[src/rtl/prog_loader.sv]
// -----------------------------------------------------------------------------
// prog_loader
//
// Boot-time program loader placed directly upstream of the core. It takes a
// byte stream over a valid/ready handshake and writes it into instruction
// memory. The stream is framed as:
//
//   length header L | L program words | checksum
//
// Program words are written to instruction memory addresses 0, 1, 2 ... in
// order. Each write appears exactly one cycle after its word is accepted.
// If the checksum matches, start is raised and then held until reset.
// A bad header or a bad checksum parks the loader in ERR with error set.
//
// Parameters:
//   IW   stream / instruction word width. The length header and the checksum
//        also use this width.
//   IMW  instruction memory address width, giving 2^IMW words.
//        IMW must be less than IW.
//
// Ports:
//   clk       system clock, rising-edge active
//   rst       asynchronous, active-high reset
//   in_valid  stream word present on in_data
//   in_data   stream word
//   in_ready  loader can accept a word this cycle (decoded from state)
//   im_we     instruction memory write enable, one-cycle pulse per word
//   im_addr   instruction memory write address
//   im_wdata  instruction memory write data
//   start     core run enable, held high after a good checksum
//   busy      high while in LOAD or CHECK
//   error     sticky error flag
// -----------------------------------------------------------------------------
module prog_loader #(
  parameter int IW  = 8,
  parameter int IMW = 4
) (
  input  logic           clk,
  input  logic           rst,
  input  logic           in_valid,
  input  logic [IW-1:0]  in_data,
  output logic           in_ready,
  output logic           im_we,
  output logic [IMW-1:0] im_addr,
  output logic [IW-1:0]  im_wdata,
  output logic           start,
  output logic           busy,
  output logic           error
);

  typedef enum logic [2:0] {
    S_IDLE,
    S_LOAD,
    S_CHECK,
    S_RUN,
    S_ERR
  } state_e;

  // Largest legal length header. It is representable because IMW < IW.
  localparam logic [IW-1:0] MAX_LEN = IW'(1) << IMW;

  state_e         state_q;
  logic [IW-1:0]  len_q;
  // The word count is kept at full stream width so it can be compared
  // directly with the header. Its value never exceeds MAX_LEN.
  logic [IW-1:0]  count_q;
  logic [IW-1:0]  sum_q;

  logic           im_we_q;
  logic [IMW-1:0] im_addr_q;
  logic [IW-1:0]  im_wdata_q;
  logic           start_q;
  logic           busy_q;
  logic           error_q;

  // Next-value helpers used by the state machine
  logic           accept;
  logic           len_ok;
  logic [IW-1:0]  count_d;
  logic [IW-1:0]  sum_d;
  logic           last_word;

  // in_ready is decoded from the state only, so it never depends on in_valid
  assign in_ready  = (state_q == S_IDLE) || (state_q == S_LOAD) ||
                     (state_q == S_CHECK);
  assign accept    = in_valid && in_ready;
  assign len_ok    = (in_data != '0) && (in_data <= MAX_LEN);
  assign count_d   = count_q + IW'(1);
  // The adder drops its carry, so the checksum is the sum modulo 2^IW
  assign sum_d     = sum_q + in_data;
  assign last_word = (count_d == len_q);

  // NOTE: state and every registered output are written with non-blocking
  // assignments. All of them then update together at the clock edge, and no
  // branch reads a value that was already changed in the same cycle.
  always_ff @(posedge clk or posedge rst) begin
    if (rst) begin
      state_q    <= S_IDLE;
      len_q      <= '0;
      count_q    <= '0;
      sum_q      <= '0;
      im_we_q    <= 1'b0;
      im_addr_q  <= '0;
      im_wdata_q <= '0;
      start_q    <= 1'b0;
      busy_q     <= 1'b0;
      error_q    <= 1'b0;
    end else begin
      // Default: no write this cycle. Only an accepted program word raises it.
      im_we_q <= 1'b0;

      if (accept) begin
        unique case (state_q)
          S_IDLE: begin
            if (len_ok) begin
              len_q   <= in_data;
              count_q <= '0;
              sum_q   <= '0;
              busy_q  <= 1'b1;
              state_q <= S_LOAD;
            end else begin
              error_q <= 1'b1;
              state_q <= S_ERR;
            end
          end

          S_LOAD: begin
            im_we_q    <= 1'b1;
            im_addr_q  <= count_q[IMW-1:0];
            im_wdata_q <= in_data;
            count_q    <= count_d;
            sum_q      <= sum_d;
            if (last_word) begin
              state_q <= S_CHECK;
            end
          end

          S_CHECK: begin
            busy_q <= 1'b0;
            if (in_data == sum_q) begin
              start_q <= 1'b1;
              state_q <= S_RUN;
            end else begin
              error_q <= 1'b1;
              state_q <= S_ERR;
            end
          end

          // RUN and ERR never assert in_ready, so they never accept a word
          default: ;
        endcase
      end
    end
  end

  assign im_we    = im_we_q;
  assign im_addr  = im_addr_q;
  assign im_wdata = im_wdata_q;
  assign start    = start_q;
  assign busy     = busy_q;
  assign error    = error_q;

endmodule

[config.mk]
export PLATFORM = sky130hd
export DESIGN_NAME = prog_loader
export DESIGN_NICKNAME = d
export VERILOG_FILES = /design/src/rtl/prog_loader.sv
export SDC_FILE = /design/constraint.sdc
export NUM_CORES = 1
export LEC_CHECK = 0
export CORE_MARGIN = 3
export CORE_UTILIZATION = 24
export CTS_CLUSTER_DIAMETER = 50
export DETAILED_ROUTE_END_ITERATION = 6
export SETUP_SLACK_MARGIN = 0.2
export SLEW_MARGIN = 40
export SYNTH_ARGS = -nofsm -noshare
export SYNTH_HDL_FRONTEND = slang
export SYNTH_SLANG_ARGS = --single-unit
[constraint.sdc]
create_clock -name clk -period 3.7 [get_ports clk]
set_input_delay 0.74 -clock clk [delete_from_list [all_inputs] [get_ports clk]]
set_output_delay 0.74 -clock clk [all_outputs]
set_load 0.01 [all_outputs]
==> flow_metrics.py, run 1 <==
metrics = {
    "synthesis": {
        "syn_area_mm2": 0.00237,
        "synth_adder_area_share_pct": 5.06,
        "syn_area_per_cell_um2": 9.77,
        "synth_edf_count": 0,
        "yosysMostFrequentCell": "nand2_1",
        "async_reset_ff_share_pct": 100,
        "synth_area_leaders": "dfrtp_1, nand2_1, ha_1",
        "synthCells": 243,
        "ys_seq_area_share_pct": 45.3,
        "synthDistinctLibCells": 51,
        "muxShareOfSynthArea_pct": 3.64,
        "yosysWarnings": 0,
        "synthFlopType": "dfrtp_1",
        "synthTopCellsByCount": "nand2_1, dfrtp_1, o21ai_0",
        "yosys.area_share.simple_pct": 21.5,
        "synth_top_family_by_area": "simple AND/OR/NAND/NOR gates",
        "synth_compound_area_share_pct": 14.2,
        "synth_top_area_share_pct": 45.3,
        "syn_nets": 263,
        "synth_xor_area_share_pct": 5.85,
        "ys_ff_latch": 43,
        "synth_top_cell_by_area": "dfrtp_1",
    },
    "sta": {
        "slew_headroom_pct": 63.3,
        "fin_crit_ps": 2660,
        "finalCritPeriodShare_pct": 72.0,
        "finalSetupViolCount": 0,
        "tightestPinTransition_ps": 550,
        "rsz0062_at_grt": "false",
        "max_clock_freq_mhz": 375,
        "drv_slew": 0,
        "skew_ps": 3.01,
        "hold_viol": 0,
        "setup-tns-final_ps": 0,
    },
    "clocking": {
        "cts_hold_buf": 0,
        "cts_root_buffer": "clkbuf_8",
        "tritoncts": "yes",
        "clock-sinks": 43,
        "post_cts_buffers": 0,
        "clk_pin_slew_ps": 80,
        "cts_made_buffers": 5,
        "clk_path_buf_depth": 2,
        "cts_resized": 0,
        "cts_max_level": 2,
        "clock_latency_ps": 290,
    },
    "power_and_ir_drop": {
        "vdd_drop_max_mv": 0.185,
        "switching_share_pct": 34.4,
        "combPwrFrac_pct": 37.2,
        "clkPwrFrac_pct": 20.2,
        "power.switching_w": 0.000561,
        "internal_power_w": 0.00107,
        "cellLeakagePower_nw": 1.24,
        "p_per_area_mw_per_mm2": 575,
        "power_frac_seq_pct": 42.6,
    },
    "setup_path": {
        "startpoint": "in_data[0]",
        "r2r-end": "count_q[4]",
        "crit_path_end_kind": "flip-flop",
        "crit_chain": "clkdlybuf4s50_1 -> ha_1 -> fa_1 -> a21o_1 -> a21oi_1 -> o21bai_1 -> mux2i_1 -> a221o_1",
        "path_delay_family": "compound AO/OA/AOI/OAI gates",
        "max_stage_delay_ps": 500,
        "reg2reg_from": "state_q[2]",
        "crit_buf_inv": 1,
        "critPathKind": "input pin to flip-flop",
        "worstPathArrival_ps": 2850,
        "slowest_stage": "clkdlybuf4s50_1",
        "critPathRequiredTime_ps": 3880,
        "reg2reg_depth": 6,
        "cp_max_fo": 4,
        "r2r_setup_slack_ps": 1610,
        "critPathLaunchType": "input pin",
    },
    "grt": {
        "globalRouteTotalUtil_pct": 10.1,
        "grt_max_degree": 31,
        "first_global_vias": 1815,
        "grt_pass1_wl_um": 9220,
        "antenna_found_initial": 0,
        "globalRouteOverflowTotal": 0,
    },
    "layout": {
        "ff_latch_area_mm2": 0.00108,
        "diodes": 0,
        "nFillCells": 979,
        "area_growth_pct": 19.5,
        "final_cell_area_mm2": 0.00284,
        "drive_gt1_share_pct": 10.1,
        "multi_input_area_mm2": 0.00119,
        "fin_nets": 286,
    },
    "floorplanning": {
        "core_area_mm2": 0.00942,
        "die_y_um": 105,
        "start_util_pct": 25.2,
        "fp.dieArea_mm2": 0.0111,
        "die_x_um": 105,
        "rows": 35,
        "io_pins": 28,
    },
    "detailed_routing": {
        "ant_nets": 0,
        "routedWlPerCell_um": 13.3,
        "vias": 1794,
        "first_iter_violations": 104,
        "viasPerCell": 4.53,
        "drc": 0,
        "drtPass1Iterations": 4,
        "routed_wl_um": 5250,
    },
    "placement": {
        "place_congestion": 0.739,
        "port_buffers": 27,
        "dp_hpwl_um": 3740,
        "placed_area_mm2": 0.00274,
    },
    "hold_path": {
        "hold_depth": 1,
        "hold_path.class": "flip-flop to flip-flop",
        "min_to": "error",
        "min_from": "error",
    },
    "job": {
        "drv_cap": 0,
    },
    "outcome": {
        "status": "finished clean",
    },
}
[flip-flops by register name, summed over array words and instances (netlist names)]
register,count
error,1
count_q,8
start,1
im_we,1
im_wdata,8
len_q,8
busy,1
im_addr,4
sum_q,8
state_q,3
[cell usage in the layout, fill, tap and decap left out, types with 4 or more instances in the layout]
| master | instances |
|---|---|
| nand3_1 | 9 |
| nor4_1 | 4 |
| mux2_2 | 5 |
| o21ai_0 | 10 |
| clkbuf_8 | 7 |
| nor3_1 | 6 |
| inv_1 | 4 |
| nand2b_1 | 4 |
| clkdlybuf4s50_1 | 27 |
| nor2_1 | 9 |
| dfrtp_1 | 43 |
| ha_1 | 8 |
| nand2_1 | 47 |
| xnor2_1 | 9 |
| a21oi_1 | 9 |
| xor2_1 | 5 |
| nand4_1 | 4 |
| o31ai_1 | 5 |
[per-layer routing]
layer | part of all wire [%] | track usage (%)
met5 | 0 | 0
met4 | 0.72 | 2.53
met3 | 5.3 | 2.69
met2 | 45 | 15.7
met1 | 49 | 13.8
[stage by stage]
stage                     utilization, %  power (W)  worst slack [ps]  hold slack, ps  instances
final                               30.1    0.00163              1040             472        396
after CTS                           30.1    0.00165              1040             477        396
after detailed placement            29.0    0.00131               709             453        388
after global placement              29.0    0.00131               752             456        388
after floorplan                        -    0.00111              1400             470        243
after global routing                30.1    0.00176               913             492        396
[cells by family after synthesis]
| group | after synthesis |
|---|---|
| muxes | 8 |
| AOI/OAI and AO/OA | 48 |
| adders and majority gates | 9 |
| DFF | 43 |
| and+or+nand+nor | 101 |
| buffers and inverters | 19 |
| xor gates and xnor gates | 15 |
[power groups by stage]
| stage | sequential [W] | combinational, W | clock [W] |
|---|---|---|---|
| 2_1_floorplan | 0.000692 | 0.000415 | 0 |
| 6_report | 0.000696 | 0.000607 | 0.000329 |
| 3_3_place_gp | 0.000703 | 0.000606 | 0 |
| 4_1_cts | 0.000697 | 0.000610 | 0.000340 |
| 3_5_place_dp | 0.000705 | 0.000608 | 0 |
| 5_1_grt | 0.000716 | 0.000685 | 0.000357 |
[how the worst max path moves through the flow]
| stage | endpoint | cells after the start | slack [ps] |
|---|---|---|---|
| 2_1_floorplan | sum_q[6] | 7 | 1400 |
| 3_3_place_gp | sum_q[6] | 8 | 750 |
| 3_5_place_dp | sum_q[6] | 8 | 710 |
| 4_1_cts | sum_q[6] | 8 | 1040 |
| 5_1_grt | sum_q[6] | 8 | 910 |
| 6_report | sum_q[6] | 8 | 1040 |
[cell type report]
class | instances | share of cell area [%]
multi-input combinational | 181 | 42.1
sequential | 43 | 38.0
timing repair buffer | 28 | 9.80
tap | 129 | 5.69
clock buffer | 8 | 3.53
inverter | 7 | 0.971
Note: power is estimated with default switching activity, not from simulation.
==> run 2: changes to the inputs <==
- clock period: 3.7 -> 2.7 ns (I/O delays scaled with it)
==> run 2 against run 1 <==
Net effect:
- worst setup slack lost 620 ps
- clock power grew 23%
- sequential power grew 37%
- sequential cell count is the same
- critical endpoint unchanged
- via count grew 2.5%
- critical path depth is the same
- design area grew 2.3%
- non-clock buffer count grew 9
- combinational power grew 43%
- first-iteration DRC count shrank 57%
- largest cell class unchanged
- die area is the same
==> flow_metrics.py, run 2 (synthesized netlist as in run 1, its figures left out) <==
metrics = {
    "setup_path": {
        "max_stage_delay_ps": 430,
        "crit_chain": "clkdlybuf4s50_1 -> ha_1 -> fa_1 -> a21o_1 -> a21oi_1 -> o21bai_1 -> mux2i_1 -> a221o_1",
        "reg2reg_depth": 6,
        "critPathRequiredTime_ps": 2870,
        "startpoint": "in_data[0]",
        "r2r_setup_slack_ps": 540,
        "critPathKind": "input pin to flip-flop",
        "r2r-end": "state_q[1]",
        "reg2reg_from": "count_q[0]",
        "critPathLaunchType": "input pin",
        "endpoint": "sum_q[6]",
        "cp_max_fo": 2,
        "worstPathArrival_ps": 2460,
        "slowest_stage": "clkdlybuf4s50_1",
        "crit_path_end_kind": "flip-flop",
    },
    "sta": {
        "slew_headroom_pct": 52.9,
        "skew_ps": 10.3,
        "drv_slew": 0,
        "rsz0062_at_grt": "false",
        "setup_slack_ps": 415,
        "finalSetupViolCount": 0,
        "tightestPinTransition_ps": 703,
        "hold_viol": 0,
        "fin_crit_ps": 2280,
        "max_clock_freq_mhz": 438,
        "finalCritPeriodShare_pct": 84.6,
        "setup-tns-final_ps": 0,
    },
    "floorplanning": {
        "fp.dieArea_mm2": 0.0111,
        "die_y_um": 105,
        "rows": 35,
        "core_area_mm2": 0.00942,
        "die_x_um": 105,
        "io_pins": 28,
        "start_util_pct": 25.2,
    },
    "clocking": {
        "clock-sinks": 43,
        "clk_pin_slew_ps": 80,
        "clk_path_buf_depth": 2,
        "cts_made_buffers": 5,
        "cts_hold_buf": 0,
        "post_cts_buffers": 0,
        "cts_root_buffer": "clkbuf_8",
        "tritoncts": "yes",
        "clock_latency_ps": 290,
        "cts_resized": 0,
        "cts_max_level": 2,
    },
    "grt": {
        "globalRouteOverflowTotal": 0,
        "globalRouteTotalUtil_pct": 10.1,
        "grt_max_degree": 29,
        "antenna_found_initial": 0,
        "first_global_vias": 1905,
        "grt_pass1_wl_um": 9220,
    },
    "layout": {
        "ff_latch_area_mm2": 0.00108,
        "diodes": 0,
        "area_growth_pct": 22.1,
        "nFillCells": 998,
        "drive_gt1_share_pct": 12.7,
        "fin_nets": 295,
        "final_cell_mix": "nand2_1, dfrtp_1, clkdlybuf4s50_1, o21ai_0",
        "layout_commonest_cell": "nand2_1",
        "final_cells": 405,
        "multi_input_area_mm2": 0.00119,
    },
    "power_and_ir_drop": {
        "cellLeakagePower_nw": 1.27,
        "p_per_area_mw_per_mm2": 769,
        "vdd_drop_max_mv": 0.253,
    },
    "placement": {
        "place_congestion": 0.803,
        "dp_hpwl_um": 3850,
        "port_buffers": 27,
        "place_ws_ps": 102,
        "dp.cells": 397,
    },
    "hold_path": {
        "hold_path.class": "flip-flop to flip-flop",
        "hold_depth": 1,
    },
    "detailed_routing": {
        "first_iter_violations": 45,
        "vias": 1838,
        "ant_nets": 0,
        "viasPerCell": 4.54,
        "routed_wl_um": 5290,
        "routedWlPerCell_um": 13.1,
        "drc": 0,
        "drtPass1Iterations": 5,
    },
    "job": {
        "drv_cap": 0,
    },
    "outcome": {
        "status": "finished clean",
    },
}
==> run 2: through the flow <==
stage          utilization, %  instance area (um^2)  power (W)  hold WS [ps]
2_1_floorplan               -                  2370    0.00152           470
3_3_place_gp             29.9                  2810    0.00183           457
3_5_place_dp             29.9                  2810    0.00184           452
4_1_cts                  30.8                  2900    0.00225           473
5_1_grt                  30.8                  2900    0.00240           492
6_report                 30.8                  2900    0.00223           470
==> run 2: worst max-delay path: cells and delay by family <==
family / cells / cell delay, ps
compound gates: 4 / 760
fa+ha+maj: 2 / 630
buf+inv: 1 / 430
mux: 1 / 120
==> run 2: worst min-delay path by stage <==
stage	startpoint	endpoint	slack, ps
2_1_floorplan	sum_q[0]	sum_q[0]	470
3_3_place_gp	im_addr[1]	im_addr[1]	460
3_5_place_dp	error	error	450
4_1_cts	error	error	470
5_1_grt	error	error	490
6_report	error	error	470
==> run 2: power breakdown <==
group / switching [W] / leakage [nW] / internal, W
Clock: 0.000224 / 0.0412 / 0.000181
Sequential: 0.000150 / 0.562 / 0.000805
Combinational: 0.000413 / 0.671 / 0.000455
Total: 0.000787 / 1.27 / 0.00144
==> run 2: routing by layer <==
| metal | vias to the layer above | GRT usage, % | part of all wire (%) |
|---|---|---|---|
| met5 | - | 0 | 0 |
| met4 | 0 | 2.53 | 0.59 |
| met3 | 4 | 2.82 | 5.2 |
| met2 | 38 | 16.6 | 47 |
| met1 | 883 | 13.0 | 48 |
| li1 | 913 | - | - |
==> run 2: layout make-up <==
type / instances / area share (%)
multi-input combinational: 181 / 41.1
sequential: 43 / 37.1
timing repair buffer: 37 / 12.3
tap: 129 / 5.57
clock buffer: 6 / 2.50
inverter: 7 / 0.906
clock inverter: 2 / 0.432
==> RTL edit, RTL diff (config.mk and constraints of run 2) <==
The parameter `IMW` goes from 4 to 8.
--- a/src/rtl/prog_loader.sv
+++ b/src/rtl/prog_loader.sv
@@ -35,3 +35,3 @@
   parameter int IW  = 8,
-  parameter int IMW = 4
+  parameter int IMW = 8
 ) (
Interface: changed (resized im_addr); port bits go from 28 to 32. The function was not compared with the original's and may differ.
==> RTL edit against run 2 <==
  * Sequential cell count is 4 lower
  * Final area is 14% lower
  * Setup slack better by 0.086 ns
  * Clock skew is 0.0080 ns lower
  * Area after synthesis is 18% lower
  * Non-clock buffer count is 2 lower
  * Wire length is 20% lower
Power is not compared: it rests on default switching activity, and its combinational part moved more than twofold at a synthesized area within 25%.
==> RTL edit: results (changes against run 2) <==
metric;value;unit;change
status;completed;;
syn nets;226;;-14%
sequential area share after synthesis;0.5000;;+0.04665
vias per cell;4.227;;-6.9%
crit-path max FO;3;;+1
drt pass-1 iters;4;;-1
post-DP HPWL;2993;microns;-22%
post-synthesis compound-gate area fraction;0.08333;;-0.05900
Worst-Margin Slew;0.5015;ns;-0.2014 ns
clock skew;0.002285;ns;-0.008044 ns
post-synthesis adder-cell area fraction;0.06154;;+0.01093
first-pass GRT wire length;7300;microns;-21%
Post-layout nets;261;;-12%
Final GP Congestion;0.8094;;+0.80%
xor/xnor share of the synthesized area;0.07179;;+0.01328
overall global routing resource usage;0.1037;;+0.002953
Crit Reg-Reg Endpoint;state_q[0];;
hold endpoint;error;;
post-synthesis cell type count;36;;-29%
mux cell area share after synthesis;0.01026;;-0.02612
layout cells sized above 1;0.05372;;-0.07309
IO Port Bufs;31;;+15%
flop2flop setup slack;0.71;ns;+0.17 ns
dpl ws;0.1946;ns;+0.09230 ns
CP top delay family;adder cells;;
Critical Path AT;2.38;ns;-0.08 ns
1st-iter DRT viols;51;;+13%
Avg WL per Cell;12.24;microns;-6.3%
top cells by area, synth;dfrtp_1 50%, nand2_1 13%, ha_1 5.1%;;
largest net degree at the start of global routing;40;;+38%
Fillers;827;;-17%
[RTL edit: worst max path at each step]
stage                          start        to  slack [ns]  cells past startpoint
after floorplan           in_data[0]  sum_q[6]        0.75                      7
after global placement    in_data[0]  sum_q[6]        0.21                      8
after detailed placement  in_data[0]  sum_q[6]        0.19                      8
after CTS                 in_data[0]  sum_q[6]        0.51                      8
after global routing      in_data[0]  sum_q[6]        0.40                      8
final                     in_data[0]  sum_q[6]        0.50                      8
[RTL edit: cell type report]
type,instances,area (sq um),share of cell area
Clock buffer,7,76.32,0.03075
Clock inverter,1,5.005,0.002016
Inverter,4,15.01,0.006048
Multi-Input combinational cell,156,929.6,0.3745
Sequential cell,39,975.9,0.3931
Tap cell,102,127.6,0.05141
Timing Repair Buffer,35,352.8,0.1421
[RTL edit: power by group through the flow]
stage               logic, mW  registers (mW)  clock network (mW)
floorplan              0.0446           0.617                   0
global placement       0.0841           0.621                   0
detailed placement     0.0857           0.620                   0
CTS                    0.0859           0.609               0.403
global route           0.0939           0.611               0.426
finish                 0.0833           0.608               0.387
[RTL edit: stage by stage]
step | hold slack [ns] | util | total power [mW] | cell area (sq um) | instances
after floorplan | 0.4498 | - | 0.6615 | 1952 | 206
after global placement | 0.4549 | 0.3075 | 0.7047 | 2401 | 336
after detailed placement | 0.4539 | 0.3075 | 0.7060 | 2401 | 336
after CTS | 0.4774 | 0.3179 | 1.098 | 2482 | 344
after global routing | 0.4845 | 0.3179 | 1.131 | 2482 | 344
final | 0.4666 | 0.3179 | 1.079 | 2482 | 344
[RTL edit: layer usage]
layer	vias up	wire length (microns)	share of wire	global-route usage
met1	668	2155	0.51	0.1402
met4	0	54	0.013	0.03555
met3	5	182	0.043	0.03518
met5	-	0	0	0
li1	757	-	-	-
met2	24	1819	0.43	0.1541
